[src/rtl/rf_scoreboard.sv]
// Issue-side scoreboard for the 32-entry integer register file.
// Counts pending writes per register and stalls issue on RAW, per-register saturation and total limit.
module rf_scoreboard #(
  parameter int REG_AW = 5,
  parameter int CNT_W  = 2,
  parameter int TOT_W  = 4
) (
  input  logic                   clk,
  input  logic                   rst,
  input  logic                   issue_valid,
  input  logic [REG_AW-1:0]      issue_rs1,
  input  logic                   issue_rs1_ren,
  input  logic [REG_AW-1:0]      issue_rs2,
  input  logic                   issue_rs2_ren,
  input  logic [REG_AW-1:0]      issue_rd,
  input  logic                   issue_rd_wen,
  output logic                   issue_ready,
  input  logic                   wb_valid,
  input  logic [REG_AW-1:0]      wb_rd,
  input  logic                   flush,
  output logic [2**REG_AW-1:0]   busy_vec,
  output logic [TOT_W-1:0]       inflight,
  output logic                   wb_err
);

  localparam int NREG = 2**REG_AW;
  localparam logic [CNT_W-1:0] CNT_MAX = {CNT_W{1'b1}};
  localparam logic [TOT_W-1:0] TOT_MAX = {TOT_W{1'b1}};

  // pend_q[0] is held at zero so x0 reads never hazard
  logic [NREG-1:0][CNT_W-1:0] pend_q;
  logic [TOT_W-1:0]           inflight_q;
  logic                       wb_err_q;

  logic h1, h2, hsat, htot;
  logic fire, ret, dec, ret_err;

  always_comb begin
    h1   = issue_rs1_ren && (issue_rs1 != '0) && (pend_q[issue_rs1] != '0);
    h2   = issue_rs2_ren && (issue_rs2 != '0) && (pend_q[issue_rs2] != '0);
    hsat = issue_rd_wen && (issue_rd != '0) && (pend_q[issue_rd] == CNT_MAX);
    htot = issue_rd_wen && (issue_rd != '0) && (inflight_q == TOT_MAX);
    issue_ready = !flush && !h1 && !h2 && !hsat && !htot;

    fire    = issue_valid && issue_ready && issue_rd_wen && (issue_rd != '0);
    ret     = wb_valid && (wb_rd != '0) && !flush;
    dec     = ret && (pend_q[wb_rd] != '0);
    ret_err = ret && (pend_q[wb_rd] == '0);
  end

  always_ff @(posedge clk or posedge rst) begin
    if (rst) begin
      pend_q     <= '0;
      inflight_q <= '0;
      wb_err_q   <= 1'b0;
    end else begin
      pend_q[0] <= '0;
      if (flush) begin
        pend_q     <= '0;
        inflight_q <= '0;
      end else begin
        for (int r = 1; r < NREG; r++) begin
          if (fire && (issue_rd == REG_AW'(r)) && !(dec && (wb_rd == REG_AW'(r))))
            pend_q[r] <= pend_q[r] + CNT_W'(1);
          else if (dec && (wb_rd == REG_AW'(r)) && !(fire && (issue_rd == REG_AW'(r))))
            pend_q[r] <= pend_q[r] - CNT_W'(1);
        end
        // A fire and a retire in the same cycle cancel in the total count
        if (fire && !dec)
          inflight_q <= inflight_q + TOT_W'(1);
        else if (dec && !fire)
          inflight_q <= inflight_q - TOT_W'(1);
      end
      if (ret_err)
        wb_err_q <= 1'b1;
    end
  end

  always_comb begin
    busy_vec = '0;
    for (int r = 1; r < NREG; r++)
      busy_vec[r] = (pend_q[r] != '0);
  end

  assign inflight = inflight_q;
  assign wb_err   = wb_err_q;

endmodule

[config.mk]
export PLATFORM = sky130hd
export DESIGN_NAME = rf_scoreboard
export DESIGN_NICKNAME = d
export VERILOG_FILES = /design/src/rtl/rf_scoreboard.sv
export SDC_FILE = /design/constraint.sdc
export NUM_CORES = 1
export LEC_CHECK = 0
export ABC_AREA = 1
export BUFFER_PORTS_ARGS = -buffer_cell sky130_fd_sc_hd__clkbuf_2
export CORE_AREA = 2 2 116 118
export CTS_CLUSTER_SIZE = 8
export DETAILED_ROUTE_END_ITERATION = 8
export DIE_AREA = 0 0 118 120
export PLACE_DENSITY = 0.78
export SETUP_SLACK_MARGIN = 0.1
export SLEW_MARGIN = 10
export SYNTH_ARGS = -nofsm -noshare
export SYNTH_HDL_FRONTEND = slang
export SYNTH_SLANG_ARGS = --single-unit
[constraint.sdc]
create_clock -name clk -period 3.3 [get_ports clk]
set_clock_uncertainty 0.2 [all_clocks]
set_input_delay 0.165 -clock clk [delete_from_list [all_inputs] [get_ports clk]]
set_output_delay 0.165 -clock clk [all_outputs]
set_load 0.01 [all_outputs]
Word level (Yosys, flattened, before mapping)
Index checks and enable logic that the tools add are counted.

word-level totals
  bits in writable memories = 0
  word-level logic and storage cells = 523
  memories = 0
  output and inout bits = 38
  bits in registers = 67
  input port bits = 28
  bits in read-only memories = 0
  bits in latches = 0

cells by class
  add/sub/neg operators = 64
  shift operators = 0
  muxes and demuxes = 74
  $lt $le $gt $ge = 4
  bitwise logic cells = 0
  reductions and logical operators = 284
  equality and inequality tests = 64
  divide/modulo/power cells = 0
  multiply operators = 0

operators with widths
  cell                                                                    count
  5-bit equality test (second input constant)                             32
  1-bit logical AND                                                       144
  2-bit 2-to-1 mux                                                        66
  3-bit nonzero test                                                      32
  5-bit by 4-bit equality test with 1-bit output (second input constant)  16
  1-bit zero test                                                         69
  2-bit nonzero test                                                      34
  2-bit by 1-bit adder with 2-bit output (second input constant)          31
  62-bit 2-to-1 mux                                                       1
  2-bit by 1-bit subtractor with 2-bit output (second input constant)     31
  2-bit binary-select mux with 5-bit select                               4
  5-bit by 3-bit equality test with 1-bit output (second input constant)  8
  5-bit by 6-bit < comparator with 1-bit output (second input constant)   4
  5-bit by 2-bit equality test with 1-bit output (second input constant)  4
  5-bit nonzero test                                                      4
  4-bit 2-to-1 mux                                                        3
  5-bit by 1-bit equality test with 1-bit output (second input constant)  2
  4-bit by 1-bit adder with 4-bit output (second input constant)          1
  4-bit equality test (second input constant)                             1
  4-bit by 1-bit subtractor with 4-bit output (second input constant)     1
  2-bit equality test (second input constant)                             1
  2-bit zero test                                                         1

Logic depth before layout (Yosys ltp)
Gate-level depths: netlist of the first run.

  word-level depth = 18
  depth in mapped cells = 26
  depth with buffers taken out = 24

Worst setup path before layout of the first run
Ideal clock, no wire load.

  path type = register to register
  from = register pend_q[47] (netlist bit)
  to = register inflight_q[3] (netlist: inflight[3])
  data arrival time = 2.596 ns
  clock period less this slack = 2.913 ns
  setup slack = 0.387 ns
  stages on the path, launching flop included = 20
  library setup time = 0.117 ns
  path buffers = 1
  cell sequence = dfrtp_1 -> or2_2 -> clkbuf_1 -> nand2_1 -> nand3_1 -> nand3_1 -> nand3_1 -> nand3_1 -> nand3_2 -> nor2_8 -> nand3b_4 -> ha_1 -> a21oi_1 -> nand2_1 -> xor2_1 -> inv_1 -> nand2_1 -> nand2_1 -> nand2_1 -> nand2_1

on the way
  longest elaborated chain between the ends = 15
  elaborated cells between the ends (all ways) = 33
  classes of those cells = 1 x eq/ne; 10 x mux; 22 x reduce/logical

ends and longest elaborated chain
  what                                                           RTL line  source
  start: declaration                                             31        logic [NREG-1:0][CNT_W-1:0] pend_q;
  start signal: indexed assignment                               64        pend_q[r] <= pend_q[r] + CNT_W'(1);
  start signal: indexed assignment                               66        pend_q[r] <= pend_q[r] - CNT_W'(1);
  2-bit binary-select mux with 5-bit select                      39        h1 = issue_rs1_ren && (issue_rs1 != '0) && (pend_q[issue_rs1] != '0);
  2-bit 2-to-1 mux (not written as such)                         39
  2-bit nonzero test                                             39
  1-bit logical AND                                              39
  1-bit zero test                                                43        issue_ready = !flush && !h1 && !h2 && !hsat && !htot;
  1-bit logical AND (4 in series)                                43
  1-bit logical AND (3 in series)                                45        fire = issue_valid && issue_ready && issue_rd_wen && (issue_rd != '0);
  1-bit logical AND / 1-bit zero test (equally long branches)    69, 71
  4-bit 2-to-1 mux / 1-bit logical AND (equally long branches)   69, 71
  4-bit 2-to-1 mux / 3-bit nonzero test (equally long branches)  n/a
  end signal: assignment                                         70        inflight_q <= inflight_q + TOT_W'(1);
  end signal: assignment                                         72        inflight_q <= inflight_q - TOT_W'(1);
  end: declaration                                               32        logic [TOT_W-1:0] inflight_q;

Several ways; a longest one is shown, not always the timed one. The select of a mux whose other input is x is not followed.
A chain may end at the register's enable or synchronous reset.

Worst setup path after layout of the first run
  from = register pend_q[27] (netlist bit)
  to = register inflight_q[3] (netlist: inflight[3])

Same word-level chain as after synthesis.

==> implementation parameters, run 1 <==
Parameter                              Value

Worst setup path
  Endpoint kind of the worst setup timing path ... register
  Launching element type of the critical path ... register
  Critical R2R Capture ... inflight[3]
  Startpoint of the worst register-to-register path ... pend_q[27]
  Number of cell instances on the worst register-to-register path ... 19
  Critical path's largest stage delay ... roughly 0.45 ns
  Arrival time at the worst endpoint ... about 3.1 ns
  Crit-path most repeated cell ... sky130_fd_sc_hd__nand2_1
  Worst path required time ... roughly 3.3 ns
  Setup slack, reg-to-reg ... between 0.2 and 0.3 ns
  Worst Path Class, Setup ... register to register
  Crit path launch ... pend_q[27]
  Sequence of cells on the critical path ... nor2_2, inv_1, a21oi_1, nand3_1, nand3_1, nand3_1, nand3_1, nand3_2, nor2_8, nand3b_4, ha_4, a21oi_1, nand2_1, xor2_1, inv_1, nand2_1, nand2_1, nand2_1, nand2_1
  Largest fanout on the critical path ... 6
  Slowest cell on crit path ... sky130_fd_sc_hd__dfrtp_1

Pwr
  Fraction of power consumed by combinational cells ... between 30% and 40%
  Relative contribution of the clock network to total power ... around a third
  Switching fraction of total power ... a little under two fifths
  Cell-internal power ... between 1.5 and 2 mW
  Ratio of total power to cell area ... 371.0 mW/mm²
  Cell leakage power ... 4.468 nW
  Sequential share of power ... 33.8%
  Peak supply drop ... roughly 280 µV
  Net switching power ... around 1.1 mW

Clock tree
  CTS buffer count ... 9
  Sink Count ... 67
  Skew-Pair Late Insertion Delay ... around 0.35 ns
  Clock edge transition at the registers on the reported setup and hold paths ... about 0.06 ns
  Maximum level of the CTS H-tree ... 3
  Root buffer selected by CTS ... sky130_fd_sc_hd__clkbuf_16
  CTS tree ... built
  CTS max path bufs ... 2

Yosys
  Dominant register cell in the synthesized netlist ... sky130_fd_sc_hd__dfrtp_1
  Share of the synthesized area in the top cell type ... about a quarter
  Flip-flop and latch count after synthesis ... 67
  Count of warnings emitted by yosys ... 0
  Largest cells by area after synthesis ... sky130_fd_sc_hd__dfrtp_1 24%, sky130_fd_sc_hd__nand2_1 23%, sky130_fd_sc_hd__nor2_1 14%, sky130_fd_sc_hd__nand3_1 8.5%, sky130_fd_sc_hd__nand4_1 8.4%
  Post-synth top area cell ... sky130_fd_sc_hd__dfrtp_1
  Post-synthesis instance area ... 0.006938 mm²
  Syn Nets ... between 1k and 1.5k
  Part of the Yosys area used for sequential elements ... between 20% and 30%
  Mean instance size in the synthesized netlist ... 5.604 µm²
  Cells after synthesis ... 1238
  Cell with the most instances after synthesis ... sky130_fd_sc_hd__nand2_1
  Count of cell types in the netlist ... 39
  Most instantiated cells after synthesis ... 416 x sky130_fd_sc_hd__nand2_1, 253 x sky130_fd_sc_hd__nor2_1, 134 x sky130_fd_sc_hd__inv_1
  Number of enable flip-flop cells after synthesis ... 0
  Asr flop ratio synth ... 100.0%

STA
  Max-Slew Margin vs Limit ... between 30% and 40%
  Hold WS ... between 0.04 and 0.05 ns
  Final critical path time including I/O delays and setup ... ~3 ns
  Final Hold Fails ... 0
  Unrepaired setup endpoints after global routing ... yes
  Final TNS setup ... 0 ns
  Worst Setup Slack, final ... 0.2924 ns
  Final slew viol count ... 0
  Portion of the clock cycle consumed by the worst path in the final layout ... about nine tenths
  Slew at the pin with the worst max-slew slack ... roughly 0.92 ns
  Finish-stage setup viols ... 0
  Fmax achieved ... around 0.33 GHz

Floorplan
  Chip width ... 118 µm
  Top-level I/O count ... 66
  Chip height ... between 100 and 150 µm
  Starting utilization of the core area ... ~53%
  Total core area ... around 0.013 mm²
  Floorplan die area ... 0.01416 mm²
  Number of placement rows ... 42

Route
  Post-DR vias/cell ... 5.904
  Detailed router's first-iteration violation count ... between 900 and 1k
  Residual antenna-violating net count after detailed routing ... 0
  Aggregate routed wire length ... 26100 µm
  Number of remaining DRC errors ... 0
  Detail-routed net length per standard cell ... 17.66 µm
  Total iterations of the first detailed-routing run ... 8
  Via total after detailed routing ... roughly 8.7k

Hold path
  Hold Crit Depth ... 3
  Worst hold path type ... input port to register
  Worst hold path startpoint ... wb_valid
  Sink of the worst hold path ... wb_err

Placement
  Number of cells in the design after placement ... ~1.5k
  Number of port buffers ... 64
  Post-Place Worst Slack ... roughly 0.07 ns
  Final GP Congestion ... 1.047
  Post-DP HPWL ... 19530 µm

Finish
  Total Nets Final ... 1329
  Fraction of layout instances using a drive strength above 1 ... 11.90%
  Signed area change from the synthesized netlist to the final layout ... 13.22%
  Number of non-filler instances in the completed layout ... around 1.5k
  Diode count ... 0

Run
  Max Cap Viol ... 0

Global route
  Global-route congestion overflow total ... 0
  Number of antenna violations at the first check in global routing ... 0
  Overall global routing resource usage ... 37.00%
  Via count of the first global-routing pass ... ~7.8k
  Maximum number of pins on one net before global-route repair ... slightly below 70
  First-pass GRT wire length ... a little over 40000 µm

Outcome
  Status ... finished clean
[final cells by class]
type                       instances  area, µm²
fill                            1347       5125
multi-input combinational        986       4563
sequential                        67       1677
timing repair buffer              94      564.3
inverter                         140      528.0
clock buffer                      11      252.7
tap                              176      220.2
clock inverter                     4      50.05
[worst max-delay path: cells and delay by family, from the launching register on]
family / cells / cell delay, ns
and+or+nand+nor: 13 / 1.32
DFF: 1 / 0.45
AOI/OAI and AO/OA: 2 / 0.33
adders and majority gates: 1 / 0.25
xor gates and xnor gates: 1 / 0.17
buffers and inverters: 2 / 0.16
[per-layer routing]
| layer | global-route usage, % | vias to the layer above | share of wire [%] |
|---|---|---|---|
| met4 | 21.91 | 0 | 6.0 |
| met3 | 8.413 | 134 | 11 |
| li1 | - | 4118 | - |
| met5 | 0 | - | 0 |
| met1 | 45.83 | 3922 | 39 |
| met2 | 59.01 | 552 | 45 |
[cells by family after synthesis]
family / after synthesis / synth area share (%)
AND/OR/NAND/NOR: 932 / 59.64
flip-flops: 67 / 24.17
XOR/XNOR: 2 / 0.2525
buffers and inverters: 185 / 11.11
AO/OA/AOI/OAI: 48 / 4.130
adder cells (fa/ha/maj): 3 / 0.6492
other: 1 / 0.05405
[registers in the layout (all words and copies together) (netlist names)]
register	count
inflight	4
pend_q	62
wb_err	1
[placed cells by master, fill, tap and decap left out, types with 3 or more instances in the layout]
cell and n:
sky130_fd_sc_hd__a21oi_1 15, sky130_fd_sc_hd__a22oi_1 6, sky130_fd_sc_hd__buf_4 27, sky130_fd_sc_hd__clkbuf_16 9
sky130_fd_sc_hd__clkbuf_2 64, sky130_fd_sc_hd__dfrtp_1 67, sky130_fd_sc_hd__inv_1 133, sky130_fd_sc_hd__inv_2 4
sky130_fd_sc_hd__nand2_1 415, sky130_fd_sc_hd__nand2_2 4, sky130_fd_sc_hd__nand3_1 118, sky130_fd_sc_hd__nand3b_1 15
sky130_fd_sc_hd__nand4_1 93, sky130_fd_sc_hd__nand4_2 12, sky130_fd_sc_hd__nor2_1 237, sky130_fd_sc_hd__nor2_2 14
sky130_fd_sc_hd__nor2_4 4, sky130_fd_sc_hd__nor3_1 12, sky130_fd_sc_hd__o21ai_0 8, sky130_fd_sc_hd__o21ai_1 3
sky130_fd_sc_hd__o21bai_1 4, sky130_fd_sc_hd__o22ai_1 9
[power groups by stage]
| stage | Combinational [mW] | Sequential [mW] | Clock (mW) |
|---|---|---|---|
| floorplan | 0.583 | 0.966 | 0 |
| global placement | 0.865 | 0.987 | 0 |
| detailed placement | 0.874 | 0.989 | 0 |
| CTS | 0.879 | 0.975 | 1.02 |
| global route | 1.01 | 0.994 | 1.06 |
| finish | 0.913 | 0.986 | 1.02 |
[per-stage QoR]
step                total power, mW  utilization (%)  cell area [µm²]
floorplan                     1.549                -             6938
global placement              1.852            57.52             7466
detailed placement            1.863            57.52             7466
CTS                           2.878            59.95             7781
global route                  3.059            60.52             7855
finish                        2.915            60.52             7855
[what timing repair did]
action,in CTS,in global routing
hold buffers,1,0
setup endpoints to repair,2,63
endpoints found under the hold margin,67,0
setup buffers,0,1
resized for setup,1,22
[how the worst max path moves through the flow]
stage                             end  slack (ns)  depth (start not counted)
final                     inflight[3]        0.29                         19
after floorplan           inflight[3]        0.39                         19
after detailed placement  inflight[3]        0.07                         19
after global placement    inflight[3]        0.15                         19
after CTS                 inflight[3]        0.12                         18
after global routing      inflight[3]        0.01                         20
No activity file was read; power rests on OpenSTA's default activity.
==> run 2, diff against run 1 <==
CELL_PAD_IN_SITES_DETAIL_PLACEMENT = 2   (was default)
CELL_PAD_IN_SITES_GLOBAL_PLACEMENT = 2   (was default)
CORE_AREA = 2 2 153 155   (was 2 2 116 118)
DIE_AREA = 0 0 155 157   (was 0 0 118 120)
PLACE_DENSITY = 0.84   (was 0.78)
==> implementation parameters, run 2 (synthesized netlist as in run 1, its figures left out) <==
Parameter                              Value

Outcome
  Status ... finished clean

Pwr
  Cell leakage power ... 4.778 nW (+6.9%)
  Ratio of total power to cell area ... 381.6 mW/mm² (+2.8%)
  Peak supply drop ... 224.9 µV (-21%)

Worst setup path
  Critical R2R Capture ... inflight[3]
  Worst Path Class, Setup ... register to register
  Worst path required time ... 3.36 ns (+0.02 ns)
  Endpoint kind of the worst setup timing path ... register
  Number of cell instances on the worst register-to-register path ... 20 (+1)
  Startpoint of the worst register-to-register path ... pend_q[29]
  Launching element type of the critical path ... register
  Largest fanout on the critical path ... 4 (-2)
  Setup slack, reg-to-reg ... 0.20 ns (-0.09 ns)
  Arrival time at the worst endpoint ... 3.15 ns (+0.10 ns)

Finish
  Utilization of the core after routing ... 38.05% (-22 points)
  Flip-flop count of the largest register, all copies and words added ... 62 (unchanged)
  Diode count ... 0 (unchanged)
  Most common library cell in the layout ignoring fill and taps ... sky130_fd_sc_hd__nand2_1
  Final non-filler cell area ... 0.008563 mm² (+9.0%)
  Fraction of layout instances using a drive strength above 1 ... 17.51% (+5.6 points)
  Most flops, register ... pend_q
  Signed area change from the synthesized netlist to the final layout ... 23.43%
  Filler Cells Inserted ... 2894 (+110%)
  Total Nets Final ... 1385 (+4.2%)
  Commonest non-fill, non-tap cells in the layout ... 413 x sky130_fd_sc_hd__nand2_1, 239 x sky130_fd_sc_hd__nor2_1, 130 x sky130_fd_sc_hd__inv_1

Clock tree
  Skew-Pair Late Insertion Delay ... 0.37 ns (+0.02 ns)
  CTS buffer count ... 9 (unchanged)
  Root buffer selected by CTS ... sky130_fd_sc_hd__clkbuf_16
  Clock edge transition at the registers on the reported setup and hold paths ... 0.07 ns (about the same)
  Maximum level of the CTS H-tree ... 3 (unchanged)
  CTS tree ... built
  Sink Count ... 67 (unchanged)
  CTS max path bufs ... 2 (unchanged)

STA
  Final slew viol count ... 0 (unchanged)
  Fmax achieved ... 0.3230 GHz (-2.8%)
  Slew at the pin with the worst max-slew slack ... 0.8667 ns (-0.05507 ns)
  Finish-stage setup viols ... 0 (unchanged)
  Portion of the clock cycle consumed by the worst path in the final layout ... 93.81% (+2.7 points)
  Worst Setup Slack, final ... 0.2044 ns (-0.08793 ns)
  Max-Slew Margin vs Limit ... 42.22% (+3.7 points)
  Final critical path time including I/O delays and setup ... 3.096 ns (+0.08793 ns)
  Final Hold Fails ... 0 (unchanged)

Hold path
  Hold Crit Depth ... 4 (+1)
  Worst hold path type ... input port to register
  Worst hold path startpoint ... flush
  Sink of the worst hold path ... pend_q[51]

Floorplan
  Number of placement rows ... 55 (+31%)
  Floorplan die area ... 0.02434 mm² (+72%)
  Chip width ... 155 µm (+31%)
  Chip height ... 157 µm (+31%)
  Total core area ... 0.02250 mm² (+73%)
  Starting utilization of the core area ... 30.83% (-23 points)
  Top-level I/O count ... 66 (unchanged)

Placement
  Number of port buffers ... 64 (unchanged)
  Dpl cell area ... 0.007933 mm² (+6.3%)
  Post-Place Worst Slack ... -0.1472 ns (-0.2172 ns)
  Final GP Congestion ... 0.9574 (-8.5%)
  Post-DP HPWL ... 28070 µm (+44%)

Global route
  Number of antenna violations at the first check in global routing ... 0 (unchanged)
  Via count of the first global-routing pass ... 9933 (+27%)
  First-pass GRT wire length ... 57850 µm (+41%)
  Overall global routing resource usage ... 31.22% (-5.8 points)
  Global-route congestion overflow total ... 0 (unchanged)
  Maximum number of pins on one net before global-route repair ... 77 (+13%)

Run
  Max Cap Viol ... 0 (unchanged)

Route
  Detailed router's first-iteration violation count ... 679 (-32%)
  Detail-routed net length per standard cell ... 23.43 µm (+33%)
  Total iterations of the first detailed-routing run ... 5 (-3)
  Via total after detailed routing ... 9347 (+7.1%)
  Number of remaining DRC errors ... 0 (unchanged)
  Post-DR vias/cell ... 5.686 (-3.7%)
  Residual antenna-violating net count after detailed routing ... 0 (unchanged)
  Aggregate routed wire length ... 38520 µm (+48%)
## run 2: worst max path at each step
stage | startpoint | end | slack (ns)
after floorplan | pend_q[47] | inflight[3] | 0.39
after global placement | issue_rd[0] | inflight[3] | 0.05
after detailed placement | issue_rd[0] | inflight[3] | -0.15
after CTS | pend_q[15] | inflight[3] | 0.11
after global routing | pend_q[28] | inflight[3] | -0.008
final | pend_q[29] | inflight[3] | 0.20
## run 2: stage by stage
stage	TNS, ns	cells	hold WS (ns)	total power [mW]
3_3_place_gp	0	1609	0.1174	2.003
2_1_floorplan	0	1238	0.1758	1.549
3_5_place_dp	-0.2659	1609	0.1203	2.051
6_report	0	1644	0.06545	3.267
4_1_cts	0	1626	0.01822	3.185
5_1_grt	-0.008472	1644	0.05994	3.407
## run 2: final cells by class
type	count	area (µm²)	area share, %
repair buffers	150	1022	11.94
clock buffers	9	225.2	2.630
inverters	140	530.5	6.195
flip-flops and latches	67	1690	19.74
well taps	285	356.6	4.164
clock inverters	7	92.59	1.081
multi-input cells	986	4646	54.25
## run 2: worst max-delay path, cell delays in order (launching register included)
cell and delay [ns]:
sky130_fd_sc_hd__dfrtp_1 0.41, sky130_fd_sc_hd__nor2_1 0.15, sky130_fd_sc_hd__buf_4 0.19, sky130_fd_sc_hd__nor2_1 0.07, sky130_fd_sc_hd__nor2_1 0.17, sky130_fd_sc_hd__nand3_1 0.14, sky130_fd_sc_hd__nand3_1 0.11, sky130_fd_sc_hd__nand3_2 0.10
sky130_fd_sc_hd__nand3_2 0.10, sky130_fd_sc_hd__nand3_4 0.11, sky130_fd_sc_hd__nor2_8 0.13, sky130_fd_sc_hd__nand3b_4 0.13, sky130_fd_sc_hd__ha_4 0.31, sky130_fd_sc_hd__nand3_1 0.07, sky130_fd_sc_hd__nand2_1 0.09, sky130_fd_sc_hd__xor2_1 0.20
sky130_fd_sc_hd__inv_1 0.06, sky130_fd_sc_hd__nand2_1 0.07, sky130_fd_sc_hd__nand2_1 0.06, sky130_fd_sc_hd__nand2_1 0.05, sky130_fd_sc_hd__nand2_1 0.05
## run 2: report_power, final
| group | total [mW] | internal (mW) | leakage (nW) | switching, mW |
|---|---|---|---|---|
| Sequential | 0.985 | 0.889 | 0.851 | 0.0963 |
| Clock | 1.12 | 0.661 | 0.159 | 0.455 |
| Combinational | 1.17 | 0.381 | 3.77 | 0.785 |
## run 2: repair_timing
action,in CTS,in global routing
buffers inserted,0,18
endpoints found under the setup margin,6,24
hold buffers,1,0
resized for setup,5,50
pin swaps,1,9
hold endpoints to repair,29,0
## run 2: routing by layer
| layer | vias up | global-route usage [%] | part of all wire (%) |
|---|---|---|---|
| met1 | 4710 | 39.55 | 43 |
| met3 | 95 | 6.167 | 5.4 |
| li1 | 4227 | - | - |
| met5 | - | 0 | 0 |
| met2 | 315 | 51.83 | 47 |
| met4 | 0 | 13.40 | 4.1 |
==> run 3, diff against run 2 <==
CORE_AREA = 2 2 161 163   (was 2 2 153 155)
DIE_AREA = 0 0 163 165   (was 0 0 155 157)
GPL_TIMING_DRIVEN = 0   (was default)
PLACE_DENSITY = 0.8   (was 0.84)
clock period = 2.8 ns   (was 3.3 ns; I/O delays follow)
==> implementation parameters, run 3 (synthesized netlist as in run 1, its figures left out) <==
Parameter                              Value

Worst setup path
  Arrival time at the worst endpoint ... 3.41 ns (+0.26 ns)
  Crit-path most repeated cell ... sky130_fd_sc_hd__nand2_1
  Number of cell instances on the worst register-to-register path ... 23 (+15%)
  Critical path's largest stage delay ... 0.46 ns (+0.05 ns)
  Sequence of cells on the critical path ... buf_4, nand2_2, nand2_1, nand2_1, nand2_1, nand2_1, nand2_1, inv_1, nand2_1, nand3_2, nand3_2, nand2_4, inv_4, nor2_8, buf_4, buf_6, buf_12, buf_12, buf_12, nand4_1, nand3_2, nor2_1, nor2_1
  Worst path required time ... 2.86 ns (-0.50 ns)
  Startpoint of the worst register-to-register path ... pend_q[24]
  Crit path launch ... pend_q[24]
  Launching element type of the critical path ... register
  Largest fanout on the critical path ... 5 (+1)
  Slowest cell on crit path ... sky130_fd_sc_hd__dfrtp_2
  Setup slack, reg-to-reg ... -0.56 ns (-0.76 ns)
  Capture point of the worst path ... pend_q[9]
  Endpoint kind of the worst setup timing path ... register
  Critical R2R Capture ... pend_q[9]
  Worst Path Class, Setup ... register to register

Finish
  Commonest non-fill, non-tap cells in the layout ... 378 x sky130_fd_sc_hd__nand2_1, 210 x sky130_fd_sc_hd__nor2_1, 112 x sky130_fd_sc_hd__inv_1
  Fraction of layout instances using a drive strength above 1 ... 30.43% (+13 points)
  Signed area change from the synthesized netlist to the final layout ... 42.43%
  Diode count ... 0 (unchanged)
  Most common library cell in the layout ignoring fill and taps ... sky130_fd_sc_hd__nand2_1
  Most flops, register ... pend_q
  Filler Cells Inserted ... 3082 (+6.5%)
  Flip-flop count of the largest register, all copies and words added ... 62 (unchanged)
  Total Nets Final ... 1430 (+3.2%)

Clock tree
  Clock edge transition at the registers on the reported setup and hold paths ... 0.07 ns (about the same)
  CTS buffer count ... 9 (unchanged)
  CTS tree ... built
  Maximum level of the CTS H-tree ... 3 (unchanged)
  CTS max path bufs ... 2 (unchanged)
  Sink Count ... 67 (unchanged)
  Skew-Pair Late Insertion Delay ... 0.38 ns (about the same)
  Root buffer selected by CTS ... sky130_fd_sc_hd__clkbuf_16

STA
  Final slew viol count ... 0 (unchanged)
  Final TNS setup ... -19.44 ns (-19.44 ns)
  Slew at the pin with the worst max-slew slack ... 1.310 ns (+0.4435 ns)
  Fmax achieved ... 0.2980 GHz (-7.8%)
  Worst Setup Slack, final ... -0.5558 ns (-0.7603 ns)
  Hold WS ... 0.04808 ns (-0.01737 ns)
  Unrepaired setup endpoints after global routing ... yes
  Final critical path time including I/O delays and setup ... 3.356 ns (+0.2603 ns)
  Final Hold Fails ... 0 (unchanged)
  Portion of the clock cycle consumed by the worst path in the final layout ... 119.9% (+26 points)
  Max-Slew Margin vs Limit ... 12.65% (-30 points)
  Finish-stage setup viols ... 67 (+67)

Floorplan
  Starting utilization of the core area ... 27.71% (-3.1 points)
  Chip width ... 163 µm (+5.2%)
  Floorplan die area ... 0.02690 mm² (+11%)
  Total core area ... 0.02504 mm² (+11%)
  Chip height ... 165 µm (+5.1%)
  Number of placement rows ... 58 (+5.5%)
  Top-level I/O count ... 66 (unchanged)

Route
  Post-DR vias/cell ... 6.010 (+5.7%)
  Number of remaining DRC errors ... 0 (unchanged)
  Detailed router's first-iteration violation count ... 901 (+33%)
  Residual antenna-violating net count after detailed routing ... 0 (unchanged)
  Aggregate routed wire length ... 49870 µm (+29%)
  Total iterations of the first detailed-routing run ... 6 (+1)
  Detail-routed net length per standard cell ... 28.78 µm (+23%)
  Via total after detailed routing ... 10.42k (+11%)

Global route
  Overall global routing resource usage ... 33.45% (+2.2 points)
  Number of antenna violations at the first check in global routing ... 0 (unchanged)
  Global-route congestion overflow total ... 0 (unchanged)
  Maximum number of pins on one net before global-route repair ... 38 (-51%)
  First-pass GRT wire length ... 66110 µm (+14%)
  Via count of the first global-routing pass ... 10.62k (+6.9%)

Hold path
  Worst hold path type ... input port to register

Pwr
  Fraction of power consumed by combinational cells ... 42.2% (+6.5 points)
  Switching fraction of total power ... 45.09% (+4.2 points)
  Relative contribution of the clock network to total power ... 28.1% (-6.1 points)
  Sequential share of power ... 29.7% (-0.4 points)
  Cell leakage power ... 4.969 nW (+4.0%)
  Ratio of total power to cell area ... 414.5 mW/mm² (+8.6%)
  Peak supply drop ... 317.7 µV (+41%)
  Net switching power ... 1.847 mW (+38%)
  Cell-internal power ... 2.249 mW (+16%)

Outcome
  Status ... finished with violations
  Violated checks ... negative setup slack

Placement
  Number of port buffers ... 60 (-6.3%)
  Post-Place Worst Slack ... -0.9696 ns (-0.8224 ns)
  Post-DP HPWL ... 30540 µm (+8.8%)
  Final GP Congestion ... 0.9685 (+1.2%)

Run
  Max Cap Viol ... 0 (unchanged)
[run 3: cell count changes in the layout (fill, tap and decap cells not counted), sizes merged]
cell      delta
clkinv       -2
clkbuf      +15
buf         +31
clkinvlp     +1
bufinv       -2
inv          +1
[run 3: cell type report]
type                            instances  area, µm²  area share [%]
Multi-Input combinational cell        986       5413           54.77
Sequential cell                        67       1733           17.54
Timing Repair Buffer                  150       1214           12.28
Inverter                              140      543.0           5.495
Tap cell                              330      412.9           4.178
Buffer                                 45      306.5           3.102
Clock buffer                           10      229.0           2.317
Clock inverter                          5      31.28          0.3165
[run 3: stage by stage]
step	instances	utilization (%)	cell area, µm²	power, mW
after floorplan	1238	-	6967	1.836
after global placement	1628	30.67	7680	2.319
after detailed placement	1629	30.76	7702	2.373
after CTS	1709	36.47	9131	3.823
after global routing	1733	39.47	9882	4.205
final	1733	39.47	9882	4.096
[run 3: worst max-delay path, delay by kind of cell, from the launching register on]
family / cells / cell delay, ns
simple gates: 15 / 1.70
flops: 1 / 0.46
buf+inv: 8 / 0.87
[run 3: power groups by stage]
stage	clock [mW]	combinational, mW	sequential [mW]
final	1.15	1.73	1.22
after detailed placement	0	1.18	1.19
after CTS	1.13	1.50	1.19
after global routing	1.18	1.81	1.22
after floorplan	0	0.697	1.14
after global placement	0	1.13	1.19
[run 3: worst min path at each step]
stage / from / to / slack [ns] / depth (start not counted)
global route: wb_valid / wb_err / 0.07 / 3
detailed placement: rst / inflight[2] / -0.02 / 2
global placement: wb_valid / wb_err / 0.31 / 3
CTS: wb_valid / wb_err / 0.002 / 3
floorplan: wb_valid / wb_err / 0.15 / 2
finish: wb_valid / wb_err / 0.05 / 3
[run 3: routing by layer]
layer | vias up | wire length, µm | GRT usage (%)
met1 | 5217 | 18650 | 39.74
met2 | 626 | 23380 | 58.19
met3 | 241 | 3945 | 4.244
met4 | 0 | 3898 | 19.23
met5 | - | 0 | 0
li1 | 4331 | - | -
[run 3: repair_timing]
item	in CTS	in global routing
gates resized for setup	179	144
hold buffers	1	0
setup buffers	58	24
setup endpoints to repair	67	67
gates cloned	6	0
hold endpoints to repair	30	0
pin swaps	53	93
